**src/rtl/runway_access_scheduler_if.sv**
```systemverilog
// Signal bundle between the runway scheduler and its controller: request/weather
// inputs on one side, grants, occupancy status and queue depths on the other.
interface runway_access_scheduler_if #(
  parameter int PEND_W = 3
);
  logic              landing_request;
  logic              takeoff_request;
  logic              runway_release;
  logic [1:0]        ECSU_state;
  logic              emergency_landing_alert;
  logic              landing_grant;
  logic              takeoff_grant;
  logic              runway_busy;
  logic              runway_fault;
  logic              queue_overflow;
  logic [PEND_W-1:0] landing_pending;
  logic [PEND_W-1:0] takeoff_pending;
  logic [1:0]        sched_state;

  modport slave (
    input  landing_request, takeoff_request, runway_release, ECSU_state, emergency_landing_alert,
    output landing_grant, takeoff_grant, runway_busy, runway_fault, queue_overflow,
           landing_pending, takeoff_pending, sched_state
  );

  modport master (
    output landing_request, takeoff_request, runway_release, ECSU_state, emergency_landing_alert,
    input  landing_grant, takeoff_grant, runway_busy, runway_fault, queue_overflow,
           landing_pending, takeoff_pending, sched_state
  );
endinterface

```
**src/rtl/runway_access_scheduler.sv**
```systemverilog
// Single-runway arbiter: queues landing/takeoff requests, grants one user at a time
// under weather gating with a landing-streak fairness limit, and times out stuck occupancy.
module runway_access_scheduler #(
  parameter int PEND_W      = 3,
  parameter int LAND_STREAK = 3,
  parameter int OCC_TIMEOUT = 16
) (
  input logic                      CLK,
  input logic                      RST,
  runway_access_scheduler_if.slave rw
);
  typedef enum logic [1:0] {
    ST_IDLE    = 2'b00,
    ST_LANDING = 2'b01,
    ST_TAKEOFF = 2'b10,
    ST_FAULT   = 2'b11
  } state_t;

  localparam logic [PEND_W-1:0] PEND_MAX   = '1;
  localparam logic [PEND_W-1:0] PEND_ONE   = 1;
  localparam logic [3:0]        STREAK_LIM = 4'(LAND_STREAK);
  localparam logic [7:0]        OCC_LIM    = 8'(OCC_TIMEOUT);

  state_t            state, state_nxt;
  logic [3:0]        streak;
  logic [7:0]        occ_timer;
  logic              takeoff_ok, land_go, take_go;
  logic [PEND_W-1:0] lp_nxt, tp_nxt;
  logic              lp_ovf, tp_ovf;

  assign takeoff_ok = !rw.ECSU_state[1] && !rw.emergency_landing_alert;

  // NOTE: every signal written here gets a default first so no path can infer a latch.
  always_comb begin
    state_nxt = state;
    land_go   = 1'b0;
    take_go   = 1'b0;
    unique case (state)
      ST_IDLE: begin
        if (rw.landing_pending != '0 &&
            (streak < STREAK_LIM || rw.takeoff_pending == '0 || !takeoff_ok ||
             rw.emergency_landing_alert)) begin
          land_go   = 1'b1;
          state_nxt = ST_LANDING;
        end else if (rw.takeoff_pending != '0 && takeoff_ok) begin
          take_go   = 1'b1;
          state_nxt = ST_TAKEOFF;
        end
      end
      ST_LANDING, ST_TAKEOFF: begin
        if (rw.runway_release)
          state_nxt = ST_IDLE;
        else if (occ_timer + 8'd1 == OCC_LIM)
          state_nxt = ST_FAULT;
      end
      ST_FAULT: begin
        if (rw.runway_release)
          state_nxt = ST_IDLE;
      end
      default: state_nxt = ST_IDLE;
    endcase
  end

  // A request and a dequeue on the same edge cancel; a lone request at max is dropped.
  always_comb begin
    lp_nxt = rw.landing_pending;
    lp_ovf = 1'b0;
    if (rw.landing_request && !land_go) begin
      if (rw.landing_pending == PEND_MAX) lp_ovf = 1'b1;
      else                                lp_nxt = rw.landing_pending + PEND_ONE;
    end else if (!rw.landing_request && land_go) begin
      lp_nxt = rw.landing_pending - PEND_ONE;
    end
  end

  always_comb begin
    tp_nxt = rw.takeoff_pending;
    tp_ovf = 1'b0;
    if (rw.takeoff_request && !take_go) begin
      if (rw.takeoff_pending == PEND_MAX) tp_ovf = 1'b1;
      else                                tp_nxt = rw.takeoff_pending + PEND_ONE;
    end else if (!rw.takeoff_request && take_go) begin
      tp_nxt = rw.takeoff_pending - PEND_ONE;
    end
  end

  // NOTE: sequential state uses non-blocking assignments so all registers update together.
  always_ff @(posedge CLK) begin
    if (RST) state <= ST_IDLE;
    else     state <= state_nxt;
  end

  always_ff @(posedge CLK) begin
    if (RST) begin
      rw.landing_grant   <= 1'b0;
      rw.takeoff_grant   <= 1'b0;
      rw.runway_busy     <= 1'b0;
      rw.runway_fault    <= 1'b0;
      rw.queue_overflow  <= 1'b0;
      rw.landing_pending <= '0;
      rw.takeoff_pending <= '0;
      streak             <= '0;
      occ_timer          <= '0;
    end else begin
      rw.landing_grant   <= land_go;
      rw.takeoff_grant   <= take_go;
      rw.runway_busy     <= (state_nxt != ST_IDLE);
      rw.runway_fault    <= (state_nxt == ST_FAULT);
      rw.queue_overflow  <= lp_ovf | tp_ovf;
      rw.landing_pending <= lp_nxt;
      rw.takeoff_pending <= tp_nxt;

      // Fairness counter only matters while a takeoff is actually waiting.
      if (take_go || rw.takeoff_pending == '0)
        streak <= '0;
      else if (land_go && streak != 4'hF)
        streak <= streak + 4'd1;

      if ((state == ST_LANDING || state == ST_TAKEOFF) && state_nxt == state)
        occ_timer <= occ_timer + 8'd1;
      else
        occ_timer <= '0;
    end
  end

  assign rw.sched_state = state;
endmodule

```
**src/flat_wrapper.sv**
```systemverilog
// flat-port wrapper written by rule: the top's interface ports become plain ports
module runway_access_scheduler_flat 
#(
  parameter int PEND_W      = 3,
  parameter int LAND_STREAK = 3,
  parameter int OCC_TIMEOUT = 16
)
  (CLK, RST, rw_landing_request, rw_takeoff_request, rw_runway_release, rw_ECSU_state, rw_emergency_landing_alert, rw_landing_grant, rw_takeoff_grant, rw_runway_busy, rw_runway_fault, rw_queue_overflow, rw_landing_pending, rw_takeoff_pending, rw_sched_state);
  runway_access_scheduler_if #(.PEND_W(PEND_W)) rw_i ();
  input logic CLK;
  input logic RST;
  input wire logic [$bits(rw_i.landing_request)-1:0] rw_landing_request;
  input wire logic [$bits(rw_i.takeoff_request)-1:0] rw_takeoff_request;
  input wire logic [$bits(rw_i.runway_release)-1:0] rw_runway_release;
  input wire logic [$bits(rw_i.ECSU_state)-1:0] rw_ECSU_state;
  input wire logic [$bits(rw_i.emergency_landing_alert)-1:0] rw_emergency_landing_alert;
  output wire logic [$bits(rw_i.landing_grant)-1:0] rw_landing_grant;
  output wire logic [$bits(rw_i.takeoff_grant)-1:0] rw_takeoff_grant;
  output wire logic [$bits(rw_i.runway_busy)-1:0] rw_runway_busy;
  output wire logic [$bits(rw_i.runway_fault)-1:0] rw_runway_fault;
  output wire logic [$bits(rw_i.queue_overflow)-1:0] rw_queue_overflow;
  output wire logic [$bits(rw_i.landing_pending)-1:0] rw_landing_pending;
  output wire logic [$bits(rw_i.takeoff_pending)-1:0] rw_takeoff_pending;
  output wire logic [$bits(rw_i.sched_state)-1:0] rw_sched_state;
  assign rw_i.landing_request = rw_landing_request;
  assign rw_i.takeoff_request = rw_takeoff_request;
  assign rw_i.runway_release = rw_runway_release;
  assign rw_i.ECSU_state = rw_ECSU_state;
  assign rw_i.emergency_landing_alert = rw_emergency_landing_alert;
  assign rw_landing_grant = rw_i.landing_grant;
  assign rw_takeoff_grant = rw_i.takeoff_grant;
  assign rw_runway_busy = rw_i.runway_busy;
  assign rw_runway_fault = rw_i.runway_fault;
  assign rw_queue_overflow = rw_i.queue_overflow;
  assign rw_landing_pending = rw_i.landing_pending;
  assign rw_takeoff_pending = rw_i.takeoff_pending;
  assign rw_sched_state = rw_i.sched_state;
  runway_access_scheduler #(.PEND_W(PEND_W), .LAND_STREAK(LAND_STREAK), .OCC_TIMEOUT(OCC_TIMEOUT)) u_core (.CLK(CLK), .RST(RST), .rw(rw_i));
endmodule
```
**config.mk**
```make
export PLATFORM = sky130hd
export DESIGN_NAME = runway_access_scheduler_flat
export DESIGN_NICKNAME = d
export VERILOG_FILES = /design/src/rtl/runway_access_scheduler_if.sv /design/src/rtl/runway_access_scheduler.sv /design/src/flat_wrapper.sv
export SDC_FILE = /design/constraint.sdc
export NUM_CORES = 1
export LEC_CHECK = 0
export ABC_AREA = 1
export BUFFER_PORTS_ARGS = -buffer_cell sky130_fd_sc_hd__buf_2
export CAP_MARGIN = 20
export CORE_MARGIN = 3
export CORE_UTILIZATION = 45
export DETAILED_ROUTE_END_ITERATION = 8
export GPL_TIMING_DRIVEN = 1
export PLACE_DENSITY = 0.62
export SETUP_SLACK_MARGIN = 0.15
export SLEW_MARGIN = 20
export SYNTH_ARGS = -nofsm -noshare
export SYNTH_HDL_FRONTEND = slang
export SYNTH_SLANG_ARGS = --single-unit
```
**constraint.sdc**
```tcl
create_clock -name CLK -period 2.8 [get_ports CLK]
set_input_delay 0.56 -clock CLK [delete_from_list [all_inputs] [get_ports CLK]]
set_output_delay 0.56 -clock CLK [all_outputs]
set_load 0.05 [all_outputs]
```
==> flow_summary.json, run 1 <==
{
  "grt_max_degree": 16,
  "rsz0062_at_grt": "no",
  "setup_slack_ns": 0.626,
  "cp.required_ns": 3.03,
  "r2r_slack_ns": 0.63,
  "avgSynthCellArea_um2": 6.85,
  "final_cell_mix": "43 x inv_1, 39 x nand2_1, 25 x dfxtp_1",
  "setup_tns_ns": 0,
  "ctsResizeCount": 0,
  "grt_use_met3_pct": 3.10,
  "routabilityCongestion": 0.854,
  "antenna_found_initial": 0,
  "synthesis.area_um2": 1400,
  "post-cts-setup-buffers": 0,
  "seqPwrFrac_pct": 33.7,
  "clockRootBuffer": "clkbuf_4",
  "nets": 244,
  "status": "complete, no violations",
  "final_common_cell": "inv_1",
  "post-place-ws_ns": 0.642,
  "whs_ns": 0.498,
  "grt_util_met2_pct": 25.1,
  "path_clk_slew_ns": 0.14,
  "cp-startpoint": "u_core.streak[0]",
  "die_w_um": 61.9,
  "clockBufferDepth": 2,
  "synth.area.top_cells": "dfxtp_1 36%, inv_1 11%, nand2_1 10%, nand3_1 6.8%, ha_1 5.3%",
  "crit_path_end": "u_core.rw.takeoff_pending[2]",
  "drtIter0Drc": 70,
  "synth-edff-count": 0,
  "clk_latency_ns": 0.33,
  "numClockSinks": 25,
  "clock_power_share_pct": 11.5,
  "ys_ff_latch": 25,
  "io_buffers": 19,
  "max_freq_ghz": 0.460,
  "worstPathMaxFanout": 6,
  "placed_cells": 254,
  "fin_crit_ns": 2.17,
  "r2r-end": "u_core.rw.takeoff_pending[2]",
  "grt_pass1_wl_mm": 4.60,
  "diodes": 0,
  "maxSlewHeadroom_pct": 59.2,
  "busiest_layer": "met2",
  "cts_tree": "built",
  "p_int_uw": 714,
  "synth_top_area_share_pct": 35.7,
  "cts-buffers-inserted": 3,
  "drv_cap": 0,
  "critPathLaunchType": "flip-flop",
  "regToRegStartpoint": "u_core.streak[0]",
  "yosys_warnings": 0,
  "final_util_pct": 54.8,
  "rows": 19,
  "io-pin-count": 21,
  "htreeDepth": 1,
  "power_leakage_nw": 0.751,
  "placed_area_um2": 1530,
  "drv_slew": 0,
  "area_growth_pct": 11.4,
  "hold_viol": 0,
  "sw_frac_of_total_pct": 51.7,
  "seq_area_frac_synth_pct": 35.7,
  "initial_core_util_pct": 49.2,
  "worst_pin_slew_ns": 0.607,
  "grt_overflow": 0,
  "setup_viol": 0,
  "power_switching_uw": 763,
  "arrival_ns": 2.41,
  "worstSetupPathType": "flip-flop to flip-flop",
  "ir_drop_mv": 0.657,
  "skew_ns": 0.00727,
  "layout-drive-gt1-share_pct": 18.1,
  "fin_crit_sh_pct": 77.6,
  "total_power_mw": 1.48,
  "core_um2": 2850,
  "syn_nets": 221,
  "p_comb_share_pct": 54.8,
  "grt_pass1_vias": 1118,
  "synth_ff_type": "dfxtp_1",
  "synth.distinct_cells": 28,
  "synthCells": 205,
  "vias": 1257,
  "die_y_um": 61.9,
  "fin_area_um2": 1560,
  "drt_first_pass_iters": 4,
  "grt_use_total_pct": 16.0,
  "hpwl_mm": 2.14,
  "crit_path_end_kind": "flip-flop",
  "wire_per_inst_um": 10.3,
  "synth_top_area_cell": "dfxtp_1",
  "drtAntennaViolNets": 0,
  "min_path_type": "flip-flop to flip-flop",
  "grt_use_met1_pct": 21.9,
  "vias_per_cell": 4.87,
  "final_cells": 258,
  "die-area_um2": 3830,
  "hold_depth": 2,
  "routed_wl_mm": 2.66,
  "ys_async_sr_fraction_pct": 0,
  "worstRegToRegCells": 11,
  "powerDensity_nw_per_um2": 944,
  "holdBufCountCts": 0,
  "drc": 0
}
-- metal layers --
| layer | wire [µm] | up-vias |
|---|---|---|
| met5 | 0 | - |
| met2 | 1150 | 19 |
| met1 | 1390 | 553 |
| met4 | 36 | 0 |
| met3 | 86 | 4 |
| li1 | - | 681 |
-- kinds of logic (layout without fill, tap and decap cells) --
group | count (synthesis) | count (layout) | synth area share (%)
simple gates | 102 | 102 | 33.8
buf+inv | 46 | 68 | 12.3
compound gates | 23 | 23 | 9.45
xor+xnor | 1 | 1 | 0.624
flops | 25 | 25 | 35.7
fa+ha+maj | 8 | 8 | 8.20
-- power groups by stage --
stage          sequential [mW]  clock, mW  combinational (mW)
4_1_cts                  0.499      0.179               0.815
3_3_place_gp             0.504          0               0.792
2_1_floorplan            0.697          0               0.459
5_1_grt                  0.514      0.193               0.904
3_5_place_dp             0.505          0               0.813
6_report                 0.498      0.170               0.809
-- synthesized netlist by cell type, types with 2 or more instances --
| master | number |
|---|---|
| inv_1 | 43 |
| nand2_1 | 39 |
| dfxtp_1 | 25 |
| nor2_1 | 20 |
| nand3_1 | 19 |
| nor2_2 | 11 |
| a21oi_1 | 8 |
| ha_1 | 6 |
| o21ai_0 | 6 |
| nand4_1 | 4 |
| nand2_2 | 3 |
| o21ai_1 | 3 |
| fa_1 | 2 |
| nor3_1 | 2 |
-- critical path, cell delays in order (launching register included) --
cell      delay, ns
dfxtp_1        0.36
ha_1           0.22
inv_1          0.08
nand3_1        0.08
nand4_1        0.09
nand2_1        0.09
nand3_1        0.22
nand2_1        0.13
fa_1           0.40
nand3b_1       0.19
a21oi_1        0.16
nor2_1         0.06
-- flip-flops by register name, summed over array words and instances, names as in the netlist --
register                   cells
u_core.rw.takeoff_grant        1
u_core.rw.runway_busy          1
u_core.rw.runway_fault         1
u_core.rw.takeoff_pending      3
u_core.rw.sched_state          2
u_core.streak                  4
u_core.occ_timer               8
u_core.rw.landing_grant        1
u_core.rw.landing_pending      3
u_core.rw.queue_overflow       1
-- worst min-delay path by stage --
| stage | startpoint | to | slack (ns) |
|---|---|---|---|
| 2_1_floorplan | u_core.streak[1] | u_core.streak[1] | 0.45 |
| 3_3_place_gp | u_core.streak[1] | u_core.streak[1] | 0.47 |
| 3_5_place_dp | u_core.streak[1] | u_core.streak[1] | 0.49 |
| 4_1_cts | u_core.streak[1] | u_core.streak[1] | 0.51 |
| 5_1_grt | RST | u_core.rw.runway_busy | 0.52 |
| 6_report | u_core.streak[1] | u_core.streak[1] | 0.50 |
-- cell type report --
type,count,area (µm²)
Fill cell,276,1290
Sequential cell,25,500
Tap cell,31,38.8
Clock inverter,1,7.51
Clock buffer,3,22.5
Inverter,45,169
Multi-Input combinational cell,134,731
Timing Repair Buffer,19,95.1
Note: power is estimated with default switching activity, not from simulation.
==> run 2: changes to the inputs <==
--- a/config.mk
+++ b/config.mk
@@ -12,7 +12,7 @@
 export CORE_UTILIZATION = 45
 export DETAILED_ROUTE_END_ITERATION = 8
 export GPL_TIMING_DRIVEN = 1
-export PLACE_DENSITY = 0.62
+export PLACE_DENSITY = 0.65
 export SETUP_SLACK_MARGIN = 0.15
 export SLEW_MARGIN = 20
 export SYNTH_ARGS = -nofsm -noshare
==> constraint.sdc (replaced) <==
create_clock -name CLK -period 1.9 [get_ports CLK]
set_input_delay 0.38 -clock CLK [delete_from_list [all_inputs] [get_ports CLK]]
set_output_delay 0.38 -clock CLK [all_outputs]
set_load 0.05 [all_outputs]
==> flow_summary.json, run 2 (synthesis results as in run 1) <==
{
  "status": "complete, no violations",
  "clk_latency_ns": 0.32,
  "grt_pass1_vias": 1275,
  "rsz0062_at_grt": "yes",
  "maxSlewHeadroom_pct": 58.4,
  "die_w_um": 61.9,
  "reg_top3": "u_core.occ_timer: 8 flops, u_core.streak: 4 flops",
  "routed_wl_mm": 3.02,
  "top_register": "u_core.occ_timer",
  "drt_first_pass_iters": 4,
  "wire_per_inst_um": 10.9,
  "critPathLaunchType": "flip-flop",
  "r2r_slack_ns": 0.12,
  "hold_viol": 0,
  "multi_input_area_um2": 891,
  "arrival_ns": 2.04,
  "cp-startpoint": "u_core.streak[1]",
  "clockRootBuffer": "clkbuf_4",
  "cp.required_ns": 2.16,
  "fin_area_um2": 1900,
  "post-place-ws_ns": 0.00135,
  "grt_max_degree": 15,
  "crit_path_end_kind": "flip-flop",
  "drc": 0,
  "grt_use_total_pct": 17.6,
  "whs_ns": 0.337,
  "worst_pin_slew_ns": 0.619,
  "nets": 263,
  "area.sequential_um2": 529,
  "die_y_um": 61.9,
  "die-area_um2": 3830,
  "area_growth_pct": 35.2,
  "r2r-end": "u_core.rw.takeoff_pending[1]",
  "largest_register_ffs": 8,
  "holdBufCountCts": 0,
  "placed_area_um2": 1640,
  "slowest_delay_ns": 0.52,
  "ir_drop_mv": 1.01,
  "grt_overflow": 0,
  "worstRegToRegCells": 12,
  "diodes": 0,
  "crit_path_end": "u_core.rw.takeoff_pending[1]",
  "regToRegStartpoint": "u_core.streak[1]",
  "fin_crit_sh_pct": 93.7,
  "final_common_cell": "nand2_1",
  "drtIter0Drc": 69,
  "io_buffers": 19,
  "rows": 19,
  "final_util_pct": 66.5,
  "max_freq_ghz": 0.562,
  "crit_buf_inv": 2,
  "drtAntennaViolNets": 0,
  "setup_slack_ns": 0.119,
  "clockBufferDepth": 2,
  "final_cell_mix": "36 x nand2_1, 35 x inv_1, 19 x buf_2, 19 x buf_4, 17 x nor2_1",
  "htreeDepth": 1,
  "fin_crit_ns": 1.78,
  "core_um2": 2850,
  "grt_pass1_wl_mm": 5.06,
  "grt_use_met1_pct": 20.8,
  "busiest_layer": "met2",
  "cp_cell_sequence": "ha_4, inv_2, nand3_2, nand4_1, nand2_2, nand3_4, nand2_4, fa_2, inv_2, nand2_1, nand2_1, a21oi_2",
  "hpwl_mm": 2.23,
  "cts_tree": "built",
  "vias": 1356,
  "grt_util_met2_pct": 30.3,
  "cts-buffers-inserted": 3,
  "fillers": 253,
  "setup_tns_ns": 0,
  "layout-drive-gt1-share_pct": 41.9,
  "slowest_stage": "fa_2",
  "drv_cap": 0,
  "initial_core_util_pct": 49.2,
  "power_leakage_nw": 0.870,
  "path_depth": 12,
  "numClockSinks": 25,
  "setup_viol": 0,
  "crit_family": "adder cells",
  "grt_use_met3_pct": 2.69,
  "worstPathMaxFanout": 3,
  "routabilityCongestion": 0.774,
  "io-pin-count": 21,
  "min_path_type": "input port to flip-flop",
  "antenna_found_initial": 0,
  "worstSetupPathType": "flip-flop to flip-flop",
  "drv_slew": 0,
  "path_clk_slew_ns": 0.14,
  "skew_ns": 0.00857,
  "powerDensity_nw_per_um2": 1420,
  "vias_per_cell": 4.90
}
## run 2: routing by layer
metal,up-vias,share of wire (%)
met5,-,0
met4,0,2.0
met3,7,2.9
met2,19,52
met1,608,44
li1,722,-
## run 2: final cells by class
type                            count  share of cell area [%]
Clock buffer                        3                    1.19
Clock inverter                      1                   0.264
Inverter                           45                    9.16
Multi-Input combinational cell    134                    46.9
Sequential cell                    25                    27.9
Tap cell                           31                    2.04
Timing Repair Buffer               38                    12.5
## run 2: timing repair
action                                  4_1_cts  5_1_grt
hold endpoints to repair                      0        0
pin swaps                                    15       17
endpoints found under the setup margin       13       15
resized for setup                            13       20
setup buffers                                11        3
## run 2: how the worst min path moves through the flow
stage,endpoint,slack [ns],cells past startpoint,from
global placement,u_core.streak[1],0.47,2,u_core.streak[1]
floorplan,u_core.streak[1],0.45,2,u_core.streak[1]
CTS,u_core.rw.takeoff_pending[0],0.33,2,RST
detailed placement,u_core.streak[1],0.48,2,u_core.streak[1]
global route,u_core.rw.queue_overflow,0.33,3,rw_landing_request
finish,u_core.rw.takeoff_pending[0],0.34,2,RST
## run 2: worst reg2reg max path, delay by kind of cell (launching register included)
kind | cells | cell delay (ns)
AOI/OAI and AO/OA | 1 | 0.10
buffers and inverters | 2 | 0.08
DFF | 1 | 0.36
adders and majority gates | 2 | 0.68
and+or+nand+nor | 7 | 0.50
## run 2: through the flow
stage	total power, mW	instances
6_report	2.70	277
5_1_grt	2.93	277
4_1_cts	2.58	274
3_5_place_dp	2.14	259
3_3_place_gp	2.09	259
2_1_floorplan	1.81	205
## run 2: report_power, final
group | leakage, nW | total, mW | internal (mW) | switching, mW
sequential | 0.211 | 0.751 | 0.659 | 0.0921
combinational | 0.641 | 1.71 | 0.620 | 1.09
clock | 0.0177 | 0.237 | 0.0788 | 0.158
total | 0.870 | 2.70 | 1.36 | 1.34
==> run 3: changes to the inputs <==
--- a/config.mk
+++ b/config.mk
@@ -10,6 +10,7 @@
 export CAP_MARGIN = 20
 export CORE_MARGIN = 3
 export CORE_UTILIZATION = 45
+export CTS_BUF_LIST = sky130_fd_sc_hd__clkbuf_2
 export DETAILED_ROUTE_END_ITERATION = 8
 export GPL_TIMING_DRIVEN = 1
 export PLACE_DENSITY = 0.65
==> constraint.sdc (replaced) <==
create_clock -name CLK -period 1.9 [get_ports CLK]
set_input_delay 0.38 -clock CLK [delete_from_list [all_inputs] [get_ports CLK]]
set_output_delay 0.38 -clock CLK [all_outputs]
set_load 0.02 [all_outputs]
==> flow_summary.json, run 3 (synthesis results as in run 1) <==
{
  "hold_viol": 0,
  "core_um2": 2850,
  "grt_overflow": 0,
  "diodes": 0,
  "clk_latency_ns": 0.34,
  "hpwl_mm": 2.24,
  "area_growth_pct": 34.3,
  "grt_use_total_pct": 17.2,
  "r2r-end": "u_core.rw.takeoff_pending[1]",
  "nets": 260,
  "max_freq_ghz": 0.538,
  "rows": 19,
  "cp_cell_sequence": "ha_4, inv_4, nand3_2, nand4_1, nand2_2, nand3_4, nand2_4, fa_2, inv_1, nand2_1, nand2_1, a21oi_2",
  "power_leakage_nw": 0.850,
  "ir_drop_mv": 0.610,
  "fin_crit_sh_pct": 97.9,
  "final_common_cell": "inv_1",
  "critPathLaunchType": "flip-flop",
  "slowest_delay_ns": 0.52,
  "drc": 0,
  "io-pin-count": 21,
  "cts-buffers-inserted": 3,
  "die_y_um": 61.9,
  "arrival_ns": 2.14,
  "skew_ns": 0.0148,
  "cp_common_cell": "nand2_1",
  "r2r_slack_ns": 0.04,
  "path_clk_slew_ns": 0.24,
  "fin_crit_ns": 1.86,
  "maxSlewHeadroom_pct": 65.7,
  "setup_viol": 0,
  "htreeDepth": 1,
  "fillers": 260,
  "whs_ns": 0.303,
  "io_buffers": 19,
  "drtIter0Drc": 73,
  "grt_pass1_vias": 1233,
  "initial_core_util_pct": 49.2,
  "final_util_pct": 66.1,
  "slowest_stage": "fa_2",
  "worstHoldStart": "RST",
  "drv_cap": 0,
  "clockRootBuffer": "clkbuf_2",
  "rsz0062_at_grt": "yes",
  "min_path_type": "input port to flip-flop",
  "vias": 1358,
  "post-place-ws_ns": 0.0143,
  "grt_max_degree": 14,
  "clockBufferDepth": 2,
  "die-area_um2": 3830,
  "powerDensity_nw_per_um2": 1370,
  "cp.required_ns": 2.18,
  "numClockSinks": 25,
  "hold_depth": 2,
  "worstPathMaxFanout": 3,
  "reg_top3": "u_core.occ_timer: 8 flops, u_core.streak: 4 flops",
  "setup_slack_ns": 0.0405,
  "cts_tree": "built",
  "regToRegStartpoint": "u_core.streak[1]",
  "holdBufCountCts": 0,
  "whs_endpoint": "u_core.rw.runway_busy",
  "largest_register_ffs": 8,
  "grt_pass1_wl_mm": 5.00,
  "crit_path_end_kind": "flip-flop",
  "routabilityCongestion": 0.827,
  "routed_wl_mm": 3.16,
  "worstSetupPathType": "flip-flop to flip-flop",
  "final_cell_mix": "37 x inv_1, 34 x nand2_1, 19 x buf_2",
  "antenna_found_initial": 0,
  "drt_first_pass_iters": 4,
  "vias_per_cell": 4.96,
  "drv_slew": 0,
  "layout-drive-gt1-share_pct": 40.3,
  "die_w_um": 61.9,
  "worst_pin_slew_ns": 0.511,
  "drtAntennaViolNets": 0,
  "top_register": "u_core.occ_timer",
  "wire_per_inst_um": 11.5,
  "status": "complete, no violations",
  "worstRegToRegCells": 12
}
run 3: changes by cell type in the layout (fill, tap and decap cells not counted), sizes merged:
cell    delta
clkbuf     +1
clkinv     -1
buf        -3
run 3: area by class of cell:
type,count,area (µm²),area share [%]
Tap cell,31,38.8,2.06
Clock buffer,4,20.0,1.06
Sequential cell,25,522,27.7
Multi-Input combinational cell,134,918,48.7
Timing Repair Buffer,35,215,11.4
Inverter,45,171,9.09
run 3: worst max-delay path by stage:
stage,slack [ns],endpoint,cells past startpoint,from
finish,0.04,u_core.rw.takeoff_pending[1],12,u_core.streak[1]
global route,-0.07,u_core.rw.takeoff_pending[1],12,u_core.streak[1]
CTS,0.06,u_core.rw.takeoff_pending[1],12,u_core.streak[1]
detailed placement,0.01,u_core.rw.landing_pending[2],13,u_core.streak[0]
global placement,0.08,u_core.rw.landing_pending[2],13,u_core.streak[0]
floorplan,0.15,u_core.rw.landing_pending[1],11,u_core.streak[1]
run 3: repair_timing:
item,4_1_cts,5_1_grt
buffers inserted,5,6
pin swaps,2,15
resized for setup,12,30
endpoints found under the setup margin,15,19
run 3: critical path: cells and delay by family, from the launching register on:
family,cells,cell delay [ns]
AND/OR/NAND/NOR,7,0.55
flip-flops,1,0.39
adder cells (fa/ha/maj),2,0.68
AO/OA/AOI/OAI,1,0.09
buffers and inverters,2,0.10
run 3: per-stage QoR:
step           setup TNS [ns]  instances  power [mW]  cell area [µm²]
2_1_floorplan               0        205        1.58             1450
3_3_place_gp                0        259        1.86             1610
3_5_place_dp                0        259        1.91             1610
4_1_cts                     0        268        2.28             1720
5_1_grt                -0.266        274        2.80             1890
6_report                    0        274        2.58             1890
run 3: power by group:
group | switching, mW | internal, mW | leakage [nW] | total [mW]
logic | 0.958 | 0.665 | 0.625 | 1.62
registers | 0.0948 | 0.654 | 0.209 | 0.749
clock network | 0.156 | 0.0556 | 0.0166 | 0.212
run 3: layer usage:
layer	GRT usage, %	up-vias	wire length, µm	part of all wire, %
met1	20.8	630	1390	44
met4	5.76	0	17	0.54
met3	2.89	2	55	1.7
li1	-	714	-	-
met2	30.8	12	1700	54
met5	0	-	0	0
